[src/rtl/nsdp_run_ctl.sv]
// Run-control sequencer: arms/disarms the checker, counts packets, freezes a first-error snapshot, tracks activity.
// Latency: every input event appears on the registered outputs exactly one clock later.
// Backpressure: none; the stream is only observed, and every pulse input is acted on in the cycle it is sampled.
module nsdp_run_ctl #(
  parameter int unsigned ACTIVITY_TIMEOUT = 100000000,
  parameter int unsigned TMR_W            = 32
) (
  input  logic         clk,
  input  logic         reset,
  input  logic         start,
  input  logic         stop,
  input  logic         clear_counters,
  input  logic         pkt_valid,
  input  logic         pkt_last,
  input  logic         pkt_malformed,
  input  logic [31:0]  err_in,
  input  logic [511:0] err_data_in,
  input  logic [31:0]  exp_fdata_in,
  input  logic [63:0]  exp_taddr_in,
  input  logic [31:0]  exp_fc_in,
  input  logic [15:0]  exp_seq_in,
  output logic         checker_enable,
  output logic         run_status,
  output logic         eth_active,
  output logic [31:0]  error,
  output logic [511:0] error_data,
  output logic [31:0]  expected_fdata,
  output logic [63:0]  expected_taddr,
  output logic [31:0]  expected_fc,
  output logic [15:0]  expected_seq,
  output logic [63:0]  packets_rcvd,
  output logic [63:0]  malformed_packets
);

  typedef enum logic [1:0] {
    S_IDLE  = 2'd0,
    S_RUN   = 2'd1,
    S_FAULT = 2'd2
  } state_t;

  state_t           state_q;
  state_t           state_d;
  logic             enter_run;   // start accepted: clear snapshot and counters
  logic             take_err;    // first error in RUN: latch snapshot
  logic             count_pkt;   // final beat seen while running
  logic [TMR_W-1:0] timer_q;
  logic [TMR_W-1:0] timer_d;

  // Next-state decode; error beats stop in RUN, start beats stop elsewhere.
  always_comb begin
    state_d   = state_q;
    enter_run = 1'b0;
    take_err  = 1'b0;
    case (state_q)
      S_IDLE: begin
        if (start) begin
          state_d   = S_RUN;
          enter_run = 1'b1;
        end
      end
      S_RUN: begin
        if (err_in != 32'd0) begin
          state_d  = S_FAULT;
          take_err = 1'b1;
        end else if (stop) begin
          state_d = S_IDLE;
        end
      end
      S_FAULT: begin
        if (start) begin
          state_d   = S_RUN;
          enter_run = 1'b1;
        end else if (stop) begin
          state_d = S_IDLE;
        end
      end
      default: state_d = S_IDLE;
    endcase
  end

  // Packet qualification and activity-timer next value.
  always_comb begin
    count_pkt = (state_q == S_RUN) && pkt_valid && pkt_last;
    if (pkt_valid) begin
      timer_d = TMR_W'(ACTIVITY_TIMEOUT);
    end else if (timer_q != '0) begin
      timer_d = timer_q - 1'b1;
    end else begin
      timer_d = timer_q;
    end
  end

  // State register plus the run flags, registered from the next state.
  always_ff @(posedge clk) begin
    if (reset) begin
      state_q        <= S_IDLE;
      checker_enable <= 1'b0;
      run_status     <= 1'b0;
    end else begin
      state_q        <= state_d;
      checker_enable <= (state_d == S_RUN);
      run_status     <= (state_d == S_RUN);
    end
  end

  // First-error snapshot: cleared on (re)arm, captured once, then frozen.
  always_ff @(posedge clk) begin
    if (reset || enter_run) begin
      error          <= '0;
      error_data     <= '0;
      expected_fdata <= '0;
      expected_taddr <= '0;
      expected_fc    <= '0;
      expected_seq   <= '0;
    end else if (take_err) begin
      error          <= err_in;
      error_data     <= err_data_in;
      expected_fdata <= exp_fdata_in;
      expected_taddr <= exp_taddr_in;
      expected_fc    <= exp_fc_in;
      expected_seq   <= exp_seq_in;
    end
  end

  // Saturating packet counters; any clear source wins over an increment.
  always_ff @(posedge clk) begin
    if (reset || enter_run || clear_counters) begin
      packets_rcvd      <= '0;
      malformed_packets <= '0;
    end else if (count_pkt) begin
      if (packets_rcvd != '1) begin
        packets_rcvd <= packets_rcvd + 64'd1;
      end
      if (pkt_malformed && (malformed_packets != '1)) begin
        malformed_packets <= malformed_packets + 64'd1;
      end
    end
  end

  // Activity timer; eth_active follows the new timer value so it rises one cycle after pkt_valid.
  always_ff @(posedge clk) begin
    if (reset) begin
      timer_q    <= '0;
      eth_active <= 1'b0;
    end else begin
      timer_q    <= timer_d;
      eth_active <= (timer_d != '0);
    end
  end

endmodule
[config.mk]
export PLATFORM = sky130hd
export DESIGN_NAME = nsdp_run_ctl
export DESIGN_NICKNAME = d
export VERILOG_FILES = /design/src/rtl/nsdp_run_ctl.sv
export SDC_FILE = /design/constraint.sdc
export NUM_CORES = 2
export LEC_CHECK = 0
export ABC_AREA = 1
export BUFFER_PORTS_ARGS = -buffer_cell sky130_fd_sc_hd__buf_4
export CAP_MARGIN = 20
export CELL_PAD_IN_SITES_DETAIL_PLACEMENT = 0
export CELL_PAD_IN_SITES_GLOBAL_PLACEMENT = 1
export CORE_AREA = 2 2 582 584
export CTS_BUF_LIST = sky130_fd_sc_hd__clkbuf_2
export CTS_CLUSTER_SIZE = 24
export DETAILED_ROUTE_END_ITERATION = 6
export DIE_AREA = 0 0 584 586
export PLACE_DENSITY = 0.33
export RECOVER_POWER = 100
export SYNTH_ARGS = -nofsm -noshare
export SYNTH_HDL_FRONTEND = slang
export SYNTH_SLANG_ARGS = --single-unit
[constraint.sdc]
create_clock -name clk -period 2.7 [get_ports clk]
set_clock_uncertainty 0.15 [all_clocks]
set_input_delay 0.675 -clock clk [delete_from_list [all_inputs] [get_ports clk]]
set_output_delay 0.675 -clock clk [all_outputs]
set_load 0.01 [all_outputs]
# Word level (Yosys, flattened, before mapping)
# Index checks and enable logic that the tools add are counted.
[word_totals]
reg_bits = 852
input_bits = 696
out_inout_bits = 819
elab_cells = 43
[classes]
add_sub_neg = 3
n_eq_ne = 5
muxes = 11
reduce_logical = 12
[op_table]
columns = ["cell", "count"]
rows = [
  ["$add A64 B1 Y64 const B", 2],
  ["$ne A64 B64 Y1 const B", 2],
  ["$reduce_bool A32 Y1", 3],
  ["$mux W32", 2],
  ["$sub A32 B1 Y32 const B", 1],
  ["$mux W2", 4],
  ["$pmux W2 S3", 1],
  ["$eq A2 B1 Y1 const B", 2],
  ["$mux W1", 4],
  ["$reduce_and A2 Y1", 2],
  ["$logic_and A1 B1 Y1", 3],
  ["$eq A2 B2 Y1 const B", 1],
  ["$logic_not A2 Y1", 1],
  ["$logic_or A1 B1 Y1", 2],
  ["$reduce_or A2 Y1", 1],
]

# Depth between registers and ports, before layout
[depth]
word_depth = 5
depth_mapped = 15
ltp_nobuf = 15

# Worst setup path after synthesis
# OpenSTA, ideal clock, no wires.
[synth_timing]
path_kind = "register -> register"
from = "register malformed_packets[0]"
to = "register malformed_packets[60]"
setup_ns = 0.132
arrival_ns = 1.924
t_required_ns = 2.418
slack_ns = 0.494
stages_incl_launch_ff = 13
n_path_buf = 2
synth_period_minus_slack_ns = 2.206
cell_sequence = "dfxtp_1 -> ha_1 -> nand3_4 -> nor3_4 -> nand2_2 -> nor2_2 -> nand3_1 -> nand3_2 -> inv_2 -> buf_6 -> buf_6 -> nand2_1 -> a21oi_1"
[synth_between]
elab_chain_cells = 3
elab_cells_between_ends = 4
classes_between = "1 x add/sub; 1 x eq/ne; 2 x reduce/logical"
[synth_lines]
columns = ["item", "line", "source"]
rows = [
  ["start, declared", "32", "output logic [63:0] malformed_packets"],
  ["start signal, assigned", "135", "malformed_packets <= malformed_packets + 64'd1;"],
  ["parallel branches: the longest is 3 deep, another holds $add A64 B1 Y64", "--", ""],
]
# Several ways; the timed one is not identified.
# A chain may end at the register's enable or synchronous reset.

# Worst setup path after layout
[layout_timing]
from = "input port err_in[0]"
to = "register error_data[152]"
[layout_between]
elab_chain_cells = 3
[layout_lines]
columns = ["item", "line", "source"]
rows = [
  ["start, declared", "16", "input logic [31:0] err_in,"],
  ["$reduce_bool A32 Y1", "62", "if (err_in != 32'd0) begin"],
  ["$mux W1", "62", ""],
  ["$mux W1", "54", "case (state_q)"],
  ["end signal, assigned", "117", "error_data <= err_data_in;"],
  ["end, declared", "26", "output logic [511:0] error_data,"],
]
# No other way between the ends.

==> load_flow_metrics.sql <==
INSERT INTO impl_metrics (metric_group, metric, value, unit) VALUES
('synthesis', 'synth_cell_types', '38', ''),
('synthesis', 'ys.warnings.count', '0', ''),
('sta', 'tightest_slew', '671', 'ps'),
('die', 'core.rowCount', '213', ''),
('clocking', 'cts.path.max_buffers', '4', ''),
('worst_setup_path', 'worst_path_cell_chain', 'dlygate4sd3_1, clkbuf_4, dlygate4sd3_1, nor4_1, nand4_1, nor2_1, clkbuf_1, nor3_4, clkbuf_2, clkinv_8, buf_6, clkbuf_1, nor2_1, dlygate4sd3_1, nor2_1', ''),
('detailed_routing', 'detail_route.first_pass.iterations', '5', ''),
('place', 'dp.cells', '10600', ''),
('power_and_ir_drop', 'cell_internal_pwr', '21.8', 'mW'),
('worst_setup_path', 'critPathLaunchType', 'input pin', ''),
('clocking', 'tritoncts_num_sinks', '852', ''),
('power_and_ir_drop', 'sequential_power_share', '41.1', '%'),
('power_and_ir_drop', 'power.total', '32.6', 'mW'),
('final_layout', 'finish.instance_area', '0.0819', 'mm2'),
('synthesis', 'synthesis.instances', '4686', ''),
('global_route', 'grt_overflow', '0', ''),
('sta', 'setup_viol_count_final', '1563', ''),
('die', 'die_area', '0.342', 'mm2'),
('sta', 'final_max_slew_viol_count', '0', ''),
('worst_setup_path', 'endpoint_kind', 'flop', ''),
('synthesis', 'post_synthesis_register_bit_count', '852', ''),
('clocking', 'insertion_delay', '1700', 'ps'),
('synthesis', 'synth_largest_type_area_fraction', '50.3', '%'),
('synthesis', 'yosysTopAreaCell', 'dfxtp_1', ''),
('clocking', 'ctsRootBufferMaster', 'clkbuf_2', ''),
('final_layout', 'ratio_of_cells_with_drive_above_1_in_the_final_layout', '37.5', '%'),
('worst_setup_path', 'cp_class', 'input pin to flop', ''),
('place', 'buffer_ports.inserted', '1514', ''),
('final_layout', 'multi_input_area', '0.0152', 'mm2'),
('die', 'io_pins', '1515', ''),
('detailed_routing', 'postRouteAntennaNets', '0', ''),
('worst_setup_path', 'timing.critical_path.fanout_max', '13', ''),
('clocking', 'tritoncts', 'done', ''),
('global_route', 'vias_in_the_first_global_route', '50800', ''),
('outcome', 'failed_checks', 'negative setup slack', ''),
('detailed_routing', 'route.detailed.drc', '0', ''),
('power_and_ir_drop', 'leakage', '36.1', 'nW'),
('final_layout', 'fillerInstances', '37400', ''),
('worst_setup_path', 'slowest_cell_on_the_critical_path', 'dlygate4sd3_1', ''),
('power_and_ir_drop', 'p_clk_share', '37.1', '%'),
('clocking', 'cts.reportedPaths.clkPinSlew', '90', 'ps'),
('final_layout', 'fin_nets', '9388', ''),
('worst_setup_path', 'cp_data_required_time', '4070', 'ps'),
('detailed_routing', 'vias_per_cell', '3.62', ''),
('final_layout', 'layout.cells.most_common_list', '1998 x dlygate4sd3_1, 1619 x nor2_1, 1050 x buf_4, 753 x buf_6, 705 x o21ai_0', ''),
('place', 'hpwl', '242000', 'um'),
('final_layout', 'final_common_cell', 'dlygate4sd3_1', ''),
('sta', 'finalCritPeriodShare', '133', '%'),
('synthesis', 'syn_nets', '5386', ''),
('place', 'placedInstanceArea', '0.0527', 'mm2'),
('final_layout', 'regArea', '0.0186', 'mm2'),
('sta', 'worst_slack', '-898', 'ps'),
('synthesis', 'synth_top_cells_by_area', 'dfxtp_1 50%, nor2_1 18%, o21ai_0 10%', ''),
('sta', 'report.final.hold_viol_count', '0', ''),
('outcome', 'run_status', 'finished, violations left', ''),
('global_route', 'grt_max_degree', '99', ''),
('synthesis', 'synthesized_area_divided_by_synthesized_cell_count', '7.24', 'um2'),
('detailed_routing', 'drt_iter0_drc', '2145', ''),
('die', 'initial_utilization', '10.1', '%'),
('sta', 'maxSlewHeadroom', '54.9', '%'),
('worst_setup_path', 'timing.critical_path.slowest_cell_delay', '580', 'ps'),
('place', 'place.gp.congestion', '0.866', ''),
('power_and_ir_drop', 'power_per_cell_area', '398', 'mW/mm2'),
('sta', 'fin_setup_tns', '-495430', 'ps'),
('die', 'chipWidth', '584', 'um'),
('global_route', 'grt_pass1_wl', '407000', 'um'),
('place', 'place_worst_setup_slack', '-597', 'ps'),
('worst_hold_path', 'hold_path_class', 'input pin to flop', ''),
('worst_setup_path', 'cp_data_arrival_time', '4960', 'ps'),
('sta', 'grt_setup_unrepaired', 'yes', ''),
('power_and_ir_drop', 'combinationalPowerShare', '21.8', '%');
## worst max-delay path: cells and delay by family
family	cells	cell delay, ps
buffers and inverters	9	3140
AND/OR/NAND/NOR	6	1130
## routing by layer
layer / part of all wire, % / track usage, %
met1: 40 / 19.5
met2: 49 / 29.5
met3: 8.1 / 5.88
met4: 2.8 / 4.69
met5: 0.045 / 0
## sequential cells by signal, indices dropped and copies added (netlist names)
| signal | flops |
|---|---|
| expected_fdata | 32 |
| timer_q | 32 |
| packets_rcvd | 64 |
| error_data | 512 |
| expected_taddr | 64 |
| expected_seq | 16 |
| eth_active | 1 |
| error | 32 |
| malformed_packets | 64 |
| run_status | 1 |
| state_q | 2 |
| expected_fc | 32 |
## what timing repair did
action,CTS,global route
buffers inserted,169,40
cloned,0,5
endpoints found under the setup margin,826,1115
pin swaps,2,12
endpoints found under the hold margin,852,1
hold buffers,1998,1
resized for setup,1946,115
## worst paths after layout
kind                          from               end  slack [ps]  cells past startpoint
setup / recovery         err_in[0]   error_data[152]        -900                     15
hold / removal    err_data_in[510]   error_data[510]         350                      5
setup reg to reg  packets_rcvd[18]  packets_rcvd[16]        -190                     16
hold reg to reg    expected_fc[11]   expected_fc[11]         370                      2
## power groups by stage
stage | logic (mW) | clock network [mW] | registers (mW)
floorplan | 1.24 | 0 | 13.7
global placement | 4.41 | 0 | 13.7
detailed placement | 4.39 | 0 | 13.7
CTS | 7.15 | 13.0 | 13.4
global route | 7.62 | 13.6 | 13.5
finish | 7.09 | 12.1 | 13.4
## cell type report
type	instances	share of cell area, %
tap	4407	6.73
inverter	162	0.765
clock inverter	48	0.440
clock buffer	456	2.79
multi-input combinational	3394	18.6
antenna	43	0.131
sequential	852	22.6
timing repair buffer	3979	47.9
## synthesized netlist by cell type, drive strengths merged
cell and count:
nor2 1630, dfxtp 852, o21ai 712, nand2 501
clkbuf 178, inv 161, a21oi 134, nand3 116
buf 100, nor3 69, nand4 61, xor2 59
xnor2 44, nor4 31, and3 8, nand3b 7
and2 5, ha 4, nor3b 4, or2 4
o21bai 3, a31oi 2, clkinv 1
## logic make-up after synthesis
group,after synthesis,share of synthesized area (%)
compound gates,851,12.6
xor+xnor,103,2.66
fa+ha+maj,4,0.148
buf+inv,440,5.44
flops,852,50.3
simple gates,2436,28.9
Power figures use the tool's default switching activity.
